--- config.mk ---
export PLATFORM = sky130hd
export DESIGN_NAME = sum_window_accumulator_flat
export DESIGN_NICKNAME = d
export VERILOG_FILES = /design/src/rtl/sum_window_accumulator_if.sv /design/src/rtl/sum_window_accumulator.sv /design/src/flat_wrapper.sv
export SDC_FILE = /design/constraint.sdc
export NUM_CORES = 1
export LEC_CHECK = 0
export BUFFER_PORTS_ARGS = -buffer_cell sky130_fd_sc_hd__buf_2
export CAP_MARGIN = 20
export CORE_MARGIN = 5
export CORE_UTILIZATION = 35
export DETAILED_ROUTE_END_ITERATION = 16
export RECOVER_POWER = 25
export SLEW_MARGIN = 20
export SYNTH_ARGS = -nofsm -noshare
export SYNTH_HDL_FRONTEND = slang
export SYNTH_SLANG_ARGS = --single-unit
--- constraint.sdc ---
create_clock -name clk -period 2.1 [get_ports clk]
set_input_delay 0.42 -clock clk [delete_from_list [all_inputs] [get_ports clk]]
set_output_delay 0.42 -clock clk [all_outputs]
set_load 0.03 [all_outputs]
--- src/rtl/sum_window_accumulator_if.sv ---
`default_nettype none
// ============================================================================
// Module   : sum_window_accumulator_if
// Brief    : Sample-in / window-result-out handshake bundle for
//            sum_window_accumulator. The master side produces samples and
//            consumes results; the slave side is the accumulator.
// Revision : 1.0 - initial release
// ============================================================================
interface sum_window_accumulator_if #(
  parameter int DATA_W = 8,
  parameter int ACC_W  = 10,
  parameter int CNT_W  = 8
);

  // Sample stream into the accumulator
  logic [DATA_W-1:0] in_data;
  logic              in_valid;
  logic              in_ready;
  logic              flush;

  // Window result stream out of the accumulator
  logic [ACC_W-1:0]  out_data;
  logic [CNT_W-1:0]  out_count;
  logic              out_ovf;
  logic              out_valid;
  logic              out_ready;

  modport master (
    output in_data,
    output in_valid,
    output flush,
    output out_ready,
    input  in_ready,
    input  out_data,
    input  out_count,
    input  out_ovf,
    input  out_valid
  );

  modport slave (
    input  in_data,
    input  in_valid,
    input  flush,
    input  out_ready,
    output in_ready,
    output out_data,
    output out_count,
    output out_ovf,
    output out_valid
  );

endinterface
`default_nettype wire

--- src/rtl/sum_window_accumulator.sv ---
`default_nettype none
// ============================================================================
// Module   : sum_window_accumulator
// Brief    : Accumulates WINDOW unsigned samples (or fewer on flush) into an
//            ACC_W-bit total and presents total, sample count and overflow
//            flag on a registered valid/ready output.
//            Optional build macro SUM_ACC_SATURATE_EN: on overflow the
//            accumulator clamps to all-ones for the rest of the window
//            instead of wrapping. Ports are identical in both builds.
// Revision : 1.0 - initial release
// ============================================================================
module sum_window_accumulator #(
  parameter int DATA_W = 8,
  parameter int WINDOW = 4,
  parameter int ACC_W  = 10,
  parameter int CNT_W  = 8
) (
  input  logic                     clk,
  input  logic                     rst,
  sum_window_accumulator_if.slave  bus
);

  localparam logic [CNT_W-1:0] c_last_cnt = CNT_W'(WINDOW - 1);
  localparam logic [CNT_W-1:0] c_cnt_one  = CNT_W'(1);
  localparam logic [ACC_W-1:0] c_acc_max  = '1;

  // Window state
  logic [ACC_W-1:0] acc_q, acc_d;
  logic [CNT_W-1:0] cnt_q, cnt_d;
  logic             ovf_acc_q, ovf_acc_d;

  // Registered result
  logic [ACC_W-1:0] out_data_q, out_data_d;
  logic [CNT_W-1:0] out_count_q, out_count_d;
  logic             out_ovf_q, out_ovf_d;
  logic             out_valid_q, out_valid_d;

  // Datapath for the sample being accepted this cycle
  logic             accept;
  logic [ACC_W:0]   sum;
  logic             carry;
  logic             ovf_new;
  logic [ACC_W-1:0] acc_new;
  logic [CNT_W-1:0] cnt_new;

  // Input is blocked while a result is pending; driven only from a flop
  assign bus.in_ready  = !out_valid_q;
  assign bus.out_data  = out_data_q;
  assign bus.out_count = out_count_q;
  assign bus.out_ovf   = out_ovf_q;
  assign bus.out_valid = out_valid_q;

  // Next-state: accumulate accepted samples and decide when to emit a result
  always_comb begin
    accept  = bus.in_valid && !out_valid_q;
    sum     = {1'b0, acc_q} + (ACC_W + 1)'(bus.in_data);
    carry   = sum[ACC_W];
    ovf_new = ovf_acc_q | carry;
`ifdef SUM_ACC_SATURATE_EN
    // Once the window has overflowed the total is pinned at full scale
    acc_new = ovf_new ? c_acc_max : sum[ACC_W-1:0];
`else
    acc_new = sum[ACC_W-1:0];
`endif
    cnt_new = cnt_q + c_cnt_one;

    acc_d       = acc_q;
    cnt_d       = cnt_q;
    ovf_acc_d   = ovf_acc_q;
    out_data_d  = out_data_q;
    out_count_d = out_count_q;
    out_ovf_d   = out_ovf_q;
    out_valid_d = out_valid_q;

    if (out_valid_q && bus.out_ready) begin
      out_valid_d = 1'b0;
    end

    if (accept) begin
      if ((cnt_q == c_last_cnt) || bus.flush) begin
        // Last sample of the window (or flushed with it): emit including it
        out_data_d  = acc_new;
        out_count_d = cnt_new;
        out_ovf_d   = ovf_new;
        out_valid_d = 1'b1;
        acc_d       = '0;
        cnt_d       = '0;
        ovf_acc_d   = 1'b0;
      end else begin
        acc_d     = acc_new;
        cnt_d     = cnt_new;
        ovf_acc_d = ovf_new;
      end
    end else if (bus.flush && !out_valid_q && (cnt_q != '0)) begin
      // Flush of a non-empty partial window with no sample this cycle
      out_data_d  = acc_q;
      out_count_d = cnt_q;
      out_ovf_d   = ovf_acc_q;
      out_valid_d = 1'b1;
      acc_d       = '0;
      cnt_d       = '0;
      ovf_acc_d   = 1'b0;
    end
  end

  // State and result registers; reset discards any partial or pending window
  always_ff @(posedge clk or posedge rst) begin
    if (rst) begin
      acc_q       <= '0;
      cnt_q       <= '0;
      ovf_acc_q   <= 1'b0;
      out_data_q  <= '0;
      out_count_q <= '0;
      out_ovf_q   <= 1'b0;
      out_valid_q <= 1'b0;
    end else begin
      acc_q       <= acc_d;
      cnt_q       <= cnt_d;
      ovf_acc_q   <= ovf_acc_d;
      out_data_q  <= out_data_d;
      out_count_q <= out_count_d;
      out_ovf_q   <= out_ovf_d;
      out_valid_q <= out_valid_d;
    end
  end

endmodule
`default_nettype wire
--- src/flat_wrapper.sv ---
// flat-port wrapper written by rule: the top's interface ports become plain ports
module sum_window_accumulator_flat 
#(
  parameter int DATA_W = 8,
  parameter int WINDOW = 4,
  parameter int ACC_W  = 10,
  parameter int CNT_W  = 8
)
  (clk, rst, bus_in_data, bus_in_valid, bus_flush, bus_out_ready, bus_in_ready, bus_out_data, bus_out_count, bus_out_ovf, bus_out_valid);
  sum_window_accumulator_if #(.DATA_W(DATA_W), .ACC_W(ACC_W), .CNT_W(CNT_W)) bus_i ();
  input  logic clk;
  input  logic rst;
  input wire logic [$bits(bus_i.in_data)-1:0] bus_in_data;
  input wire logic [$bits(bus_i.in_valid)-1:0] bus_in_valid;
  input wire logic [$bits(bus_i.flush)-1:0] bus_flush;
  input wire logic [$bits(bus_i.out_ready)-1:0] bus_out_ready;
  output wire logic [$bits(bus_i.in_ready)-1:0] bus_in_ready;
  output wire logic [$bits(bus_i.out_data)-1:0] bus_out_data;
  output wire logic [$bits(bus_i.out_count)-1:0] bus_out_count;
  output wire logic [$bits(bus_i.out_ovf)-1:0] bus_out_ovf;
  output wire logic [$bits(bus_i.out_valid)-1:0] bus_out_valid;
  assign bus_i.in_data = bus_in_data;
  assign bus_i.in_valid = bus_in_valid;
  assign bus_i.flush = bus_flush;
  assign bus_i.out_ready = bus_out_ready;
  assign bus_in_ready = bus_i.in_ready;
  assign bus_out_data = bus_i.out_data;
  assign bus_out_count = bus_i.out_count;
  assign bus_out_ovf = bus_i.out_ovf;
  assign bus_out_valid = bus_i.out_valid;
  sum_window_accumulator #(.DATA_W(DATA_W), .WINDOW(WINDOW), .ACC_W(ACC_W), .CNT_W(CNT_W)) u_core (.clk(clk), .rst(rst), .bus(bus_i));
endmodule
* Word level (Yosys, flattened, before mapping)
Cells that the tools add are included.
W data, S select, Z words.
** Storage, ports and cells
- Bits in registers :: 39
- Input port bits :: 13
- Output and inout port bits :: 21
- Word-level logic and storage cells :: 43
** Cells by class
- Add/sub/neg operators :: 2
- Equal/unequal tests :: 2
- Multiplexer cells :: 22
- Bitwise logic cells :: 1
- Reduce and logical (&&, ||, !) cells :: 9
** Operator list (count)
- $mux W10 :: 6
- $mux W8 :: 6
- $add A10 B8 Y11 :: 1
- $mux W1 :: 10
- $add A8 B1 Y8 const B :: 1
- $eq A8 B2 Y1 const B :: 1
- $reduce_bool A8 Y1 :: 1
- $logic_and A1 B1 Y1 :: 4
- $ne A2 B2 Y1 const B :: 1
- $reduce_and A2 Y1 :: 1
- $reduce_bool A2 Y1 :: 1
- $logic_not A1 Y1 :: 1
- $logic_or A1 B1 Y1 :: 1
- $or A1 B1 Y1 :: 1

* Depth between registers and ports, before layout
Gate-level depths: netlist (run 1).
- Depth in word-level cells :: 5
- Gate-level depth with buffers :: 8
- Gate-level depth less buffers :: 8

* Worst setup path after synthesis (run 1)
No wires, ideal clock.
- Kind :: input to register
- Start :: in bus_in_data[0]
- End :: reg u_core.acc_q[6]
- Setup time :: 122 ps
- Data arrival time :: 1762 ps
- Required time :: 1978 ps
- Path slack :: 216 ps
- Stages :: 7
- Buffers on the path :: 0
- Cells stage by stage :: ha_1 inv_1 fa_1 nor2b_1 o31a_1 or3_1 a32o_1
** Between the ends
- Cells in the longest elaborated chain, start to end :: 3
** RTL lines
- from (decl) :: RTL line flat_wrapper.sv:13 : input wire logic [$bits(bus_i.in_data)-1:0] bus_in_data;
- $add A10 B8 Y11 :: RTL line sum_window_accumulator.sv:56 : sum = {1'b0, acc_q} + (ACC_W + 1)'(bus.in_data);
- $mux W10 :: RTL line sum_window_accumulator.sv:80 : if ((cnt_q == c_last_cnt) || bus.flush) begin
- $mux W10 :: RTL line sum_window_accumulator.sv:79 : if (accept) begin
- to (signal assigned) :: RTL line sum_window_accumulator.sv:109 : acc_q <= '0;
- to (signal assigned) :: RTL line sum_window_accumulator.sv:117 : acc_q <= acc_d;
- to (decl) :: RTL line sum_window_accumulator.sv:28 : logic [ACC_W-1:0] acc_q, acc_d;
Every way passes these cells.
A chain may end at the register's enable or synchronous reset.

* Final worst setup path (run 1)
- Start :: reg u_core.acc_q[1]
- End :: reg u_core.out_data_q[9] (netlist: u_core.bus.out_data[9])
** Between the ends
- Cells in the longest elaborated chain, start to end :: 3
** RTL lines
- $add A10 B8 Y11 :: RTL line sum_window_accumulator.sv:56
- $mux W10 :: RTL line sum_window_accumulator.sv:80
- $mux W10 :: RTL line sum_window_accumulator.sv:79
- to (signal assigned) :: RTL line sum_window_accumulator.sv:120 : out_data_q <= out_data_d;
- to (decl) :: RTL line sum_window_accumulator.sv:33 : logic [ACC_W-1:0] out_data_q, out_data_d;
Every way passes these cells. The select of a mux whose other input is x is not followed.

==> flow_summary.ini, run 1 <==
[run_status]
outcome = finished clean

[power_and_ir_drop]
pwr-share-seq_pct = 33.5
peakVddDrop_v = 0.0006287
p_sw_mw = 1.679
p_leak_nw = 1.232
p_int_mw = 1.975
p_per_area_nw_per_um2 = 1369
combPwrFrac_pct = 53.6
switching_share_pct = 45.95
clkPwrFrac_pct = 12.9

[setup_path]
r2r_slack_ns = 0.14
r2r_end = u_core.bus.out_data[9]
worst-path-max-fanout = 4
cp.arrival_ns = 2.17
critPathKind = reg2reg
endpoint_kind = register
startpoint_type = register
worst_r2r_path_depth = 6
cp.required_ns = 2.30
rr_startpoint = u_core.acc_q[1]

[timing]
tns_ns = 0
rsz0062_at_grt = false
max_freq_ghz = 0.5096
holdWs_ns = 0.2982
slew_viol_final = 0
final_hold_viol_count = 0
fin_crit_sh_pct = 93.44
tightest_slew_ns = 1.022
slew_headroom_pct = 31.84
finClkSkew_ns = 0.007730
setup_viol = 0
final.min_clock_period_ns = 1.962

[detailed_routing]
detail_route.iter0.violations = 71
routedWlPerCell_um = 14.65
viasPerCell = 5.152
dr.pass1.iters = 4
route.vias.total = 1896
routed_wl_mm = 5.393
post-route-drc-count = 0
ant_nets = 0

[grt]
grt_pass1_vias = 1908
grt_pass1_wl_mm = 9.197
gr-total-overflow = 0
antenna_found_initial = 0
grt_max_degree = 40
grtUsageTotal_pct = 13.67

[placed_design]
dpl.hpwl_mm = 3.912
io_buffers = 33
place_congestion = 0.8126
placed_cells = 359
placed_area_um2 = 2576

[layout]
nNetsFinal = 316
antenna_cells = 0
stdcell_count = 368
syn_to_final_growth_pct = 17.13
drive_gt1_share_pct = 22.68
design_area_um2 = 2669

[min_path]
hold_path_depth = 2
holdPathEnd = u_core.bus.out_valid
hold_path.class = in2reg
holdCritStartpoint = bus_out_ready

[die]
die_w_um = 90.69
core_um2 = 6350
io_pins = 34
start_util_pct = 35.88
rows = 29
die_area_um2 = 8224
fp.dieH_um = 90.69

[synthesis]
postSynthCellCount = 247
synthTopCellsByCount = dfrtp_1 (39), nor2_1 (29), nand2_1 (19), o21ai_0 (19), a21oi_1 (18)
ys_seq_area_share_pct = 42.83
synth_top_area_cell = dfrtp_1
yosysWarnings = 0
postSynth.asyncResetShare_pct = 100.0
synth_area_um2 = 2278
synth.avg_cell_area_um2 = 9.224
synthTopCellsByArea = dfrtp_1 (43%), ha_1 (5.5%), nor2_1 (4.8%)
yosysMostFrequentCell = dfrtp_1
synth.distinct_cells = 51
syn_nets = 271
synth_top_area_share_pct = 42.83
ys_ff_latch = 39
synth_edf_count = 0
synth_ff_type = dfrtp_1

[clocking]
htree_levels = 2
clkSinkCount = 39
clock-root-buffer = clkbuf_8
clk_latency_ns = 0.29
clk_pin_slew_ns = 0.07
cts_buffers = 5
cts_buffer_depth = 2
tritoncts = built
post_cts_resized = 0

[job]
cap_violations = 0
==> state kept, by name (all words and copies together) (netlist names) <==
signal	flops
u_core.acc_q	10
u_core.bus.out_count	8
u_core.bus.out_data	10
u_core.bus.out_ovf	1
u_core.bus.out_valid	1
u_core.cnt_q	8
u_core.ovf_acc_q	1
==> power by group through the flow <==
stage	Clock, mW	Combinational [mW]	Sequential (mW)
floorplan	0	1.03	1.59
global placement	0	1.92	1.23
detailed placement	0	1.94	1.24
CTS	0.491	1.95	1.23
global route	0.522	2.18	1.27
finish	0.471	1.96	1.22
==> logic make-up (layout without fill, tap and decap cells) <==
family / count (synthesis) / after routing / share of synthesized area (%)
compound gates: 82 / 82 / 23.50
xor+xnor: 10 / 10 / 3.844
fa+ha+maj: 11 / 11 / 6.370
buf+inv: 25 / 69 / 5.656
flops: 39 / 39 / 42.83
mux: 2 / 2 / 0.9335
simple gates: 78 / 78 / 16.86
==> per-stage QoR <==
stage	utilization, %	setup slack [ns]	total power, mW
finish	42.03	0.1378	3.654
global placement	40.57	0.04326	3.151
CTS	41.71	0.1451	3.666
floorplan	-	0.2161	2.626
global route	42.03	0.04753	3.977
detailed placement	40.57	0.01212	3.181
==> cell type report <==
class	count	area (µm²)
fillers	650	3681
flip-flops and latches	39	975.9
well taps	77	96.34
clock buffers	6	72.57
repair buffers	51	297.8
inverters	12	45.04
multi-input cells	183	1181
==> worst max-delay path, stage by stage (launching register included) <==
cell and delay (ns):
dfrtp_1 0.41, ha_1 0.28, a21o_1 0.15, nand4_1 0.14, a2111o_1 0.48, a211o_1 0.27
a31oi_1 0.16
==> what timing repair did <==
| item | in CTS | in global routing |
|---|---|---|
| endpoints found under the hold margin | 0 | 0 |
| hold buffers | 0 | 0 |
| setup endpoints to repair | 0 | 1 |
| setup buffers | 0 | 3 |
==> layer usage <==
layer	global-route usage [%]	vias up	wire length [µm]
met3	3.167	7	225
met1	17.84	886	2620
li1	-	974	-
met2	22.22	29	2471
met4	4.467	0	76
met5	0	-	0
==> how the worst max path moves through the flow <==
| stage | cells past startpoint | slack, ns | to | start |
|---|---|---|---|---|
| detailed placement | 9 | 0.01 | u_core.acc_q[8] | bus_in_data[0] |
| floorplan | 7 | 0.22 | u_core.acc_q[6] | bus_in_data[0] |
| CTS | 6 | 0.15 | u_core.bus.out_data[9] | u_core.acc_q[1] |
| global route | 8 | 0.05 | u_core.acc_q[8] | u_core.acc_q[0] |
| global placement | 8 | 0.04 | u_core.acc_q[6] | bus_in_data[0] |
| finish | 6 | 0.14 | u_core.bus.out_data[9] | u_core.acc_q[1] |
==> cell usage in the layout (no fill, tap or decap), types with 3 or more instances in the layout <==
cell      instances
a21o_1            5
a21oi_1          18
a31oi_1          12
buf_2            33
buf_4            17
clkbuf_8          5
dfrtp_1          39
ha_1             10
inv_1            12
nand2_1          19
nand2b_1          3
nand3_1           8
nand3b_1          3
nand4_1           3
nor2_1           29
o21a_1            3
o21ai_0          19
o31ai_1           3
xnor2_1           6
xor2_1            4
No activity file was read; power rests on OpenSTA's default activity.
==> run 2, diff against run 1 <==
ABC_AREA = 1   (was default)
==> run 2 against run 1 <==
First-iteration DRC count up 38%. Sequential share of layout area down 0.71 points. Total power down 6.6%. Final area up 2.0%. Sequential power down 11%. Clock-buffer cell count down 1. Hold slack worse by 0.012 ns. Final cell count up 20%. Non-clock buffer count down 14. Flip-flop and latch count unchanged. Global-route usage up 1.2 points.
==> flow_summary.ini, run 2 <==
[synthesis]
synth.avg_cell_area_um2 = 7.380
postSynth.asyncResetShare_pct = 100.0
yosysMostFrequentCell = nand2_1
ys_seq_area_share_pct = 40.69
synthTopCellsByCount = nand2_1 (116), dfrtp_1 (39), inv_1 (35), nand3_1 (34), nor2_1 (24)
yosys.area_share.xor_xnor_pct = 0.7303
synth_ff_type = dfrtp_1
synth_edf_count = 0
yosys-mux-area-fraction_pct = 0
synth_compound_area_share_pct = 9.755
ys_ff_latch = 39
synth_area_um2 = 2399
syn_nets = 349
synth_top_area_share_pct = 40.69
synthAdderAreaFrac_pct = 6.051
postSynthCellCount = 325
synth.distinct_cells = 35
synth_top_area_cell = dfrtp_1
yosysWarnings = 0
synth-simple-area-share_pct = 33.44
synth_top_family_by_area = simple AND/OR/NAND/NOR gates
synthTopCellsByArea = dfrtp_1 (41%), nand2_1 (18%), nand3_1 (7.1%)

[grt]
grt_pass1_wl_mm = 10.26
grt_pass1_vias = 2128
gr-total-overflow = 0
grtUsageTotal_pct = 14.84
grt_max_degree = 40
antenna_found_initial = 0

[clocking]
cts_buffers = 5
clk_latency_ns = 0.30
htree_levels = 2
cts_buffer_depth = 2
clock-root-buffer = clkbuf_8
tritoncts = built
clkSinkCount = 39
clk_pin_slew_ns = 0.09

[detailed_routing]
route.vias.total = 2161
routed_wl_mm = 5.984
post-route-drc-count = 0
detail_route.iter0.violations = 98
viasPerCell = 4.900
dr.pass1.iters = 4
routedWlPerCell_um = 13.57
ant_nets = 0

[setup_path]
cp.arrival_ns = 2.01
critPathSlowestCell = dfrtp_1
endpoint_kind = register
crit_chain = ha_1 -> inv_1 -> fa_1 -> inv_1 -> nand2_1 -> nand2_2 -> nand4_1 -> nand3_1 -> nand2_1 -> o21ai_0 -> nand2_1
critPathKind = reg2reg
startpoint_type = register
worst-path-buf-inv = 2
cp.required_ns = 2.30
critPathTopFamily = adder cells
r2r_slack_ns = 0.29
crit_top_cell = nand2_1
max_stage_delay_ns = 0.38
worst-path-max-fanout = 4

[layout]
final_common_cell = nand2_1
antenna_cells = 0
syn_to_final_growth_pct = 13.46
design_area_um2 = 2721
final_cell_mix = nand2_1 (115), dfrtp_1 (39), inv_1 (35)
utilization_pct = 40.50
nNetsFinal = 384
drive_gt1_share_pct = 15.51

[timing]
holdWs_ns = 0.2863
slew_headroom_pct = 32.91
setup_viol = 0
fin_crit_sh_pct = 86.29
tightest_slew_ns = 1.006
max_freq_ghz = 0.5519
final_hold_viol_count = 0
rsz0062_at_grt = false
tns_ns = 0
finClkSkew_ns = 0.007889
final.min_clock_period_ns = 1.812
slew_viol_final = 0

[job]
cap_violations = 0

[die]
core_um2 = 6719
die_area_um2 = 8608
io_pins = 34
rows = 30
fp.dieH_um = 92.78
die_w_um = 92.78
start_util_pct = 35.70

[min_path]
hold_path.class = in2reg

[placed_design]
io_buffers = 33
placed_area_um2 = 2609
dpl.hpwl_mm = 4.276
place_congestion = 0.8522

[power_and_ir_drop]
p_per_area_nw_per_um2 = 1254
p_leak_nw = 1.524
peakVddDrop_v = 0.0005215

[run_status]
outcome = finished clean
run 2: area by class of cell:
class	instances	area, µm²
multi-input combinational	240	1201
timing repair buffer	37	192.7
tap	80	100.1
sequential	39	975.9
inverter	37	138.9
clock inverter	3	43.79
clock buffer	5	68.82
fill	711	3998
run 2: where the power goes:
group	internal, mW	switching [mW]
combinational	0.511	1.15
sequential	0.948	0.135
clock	0.355	0.313
total	1.81	1.60
run 2: final timing paths:
kind,to,cells past startpoint,from
max in group asynchronous,u_core.bus.out_count[4],3,rst
hold reg to reg,u_core.bus.out_data[5],2,u_core.bus.out_data[5]
setup / recovery,u_core.bus.out_data[6],11,u_core.acc_q[0]
hold / removal,u_core.bus.out_valid,2,bus_out_ready
min in group asynchronous,u_core.acc_q[4],3,rst
setup reg to reg,u_core.bus.out_data[6],11,u_core.acc_q[0]
run 2: logic make-up after synthesis:
logic type,Yosys count
buffers and inverters,46
xor gates and xnor gates,2
AOI/OAI and AO/OA,39
DFF,39
adders and majority gates,11
and+or+nand+nor,188
run 2: worst register-to-register path, stage by stage, from the launching register on:
cell,delay (ns)
dfrtp_1,0.38
ha_1,0.19
inv_1,0.06
fa_1,0.38
inv_1,0.08
nand2_1,0.07
nand2_2,0.09
nand4_1,0.10
nand3_1,0.09
nand2_1,0.07
o21ai_0,0.14
nand2_1,0.06
run 2: repair_timing:
item                                    CTS  global route
hold buffers                              0             0
setup buffers                             0             0
endpoints found under the setup margin    0             1
endpoints found under the hold margin     0             0
resized for setup                         0             1
run 2: metal layers:
layer  vias to the layer above  part of all wire, %  GRT usage [%]  routed length [µm]
met5                         -                    0              0                   0
met4                         0                  1.2          3.785                  72
li1                       1118                    -              -                   -
met1                       998                   43          18.46                2602
met3                         9                  3.5          2.843                 211
met2                        36                   52          26.21                3097
run 2: metrics by stage:
step                setup WS, ns  std cells  power [mW]
floorplan                 0.3589        325       2.394
global placement          0.1553        433       2.743
detailed placement        0.1178        433       2.768
finish                    0.2880        441       3.413
CTS                       0.2557        441       3.424
global route             0.02970        441       3.689
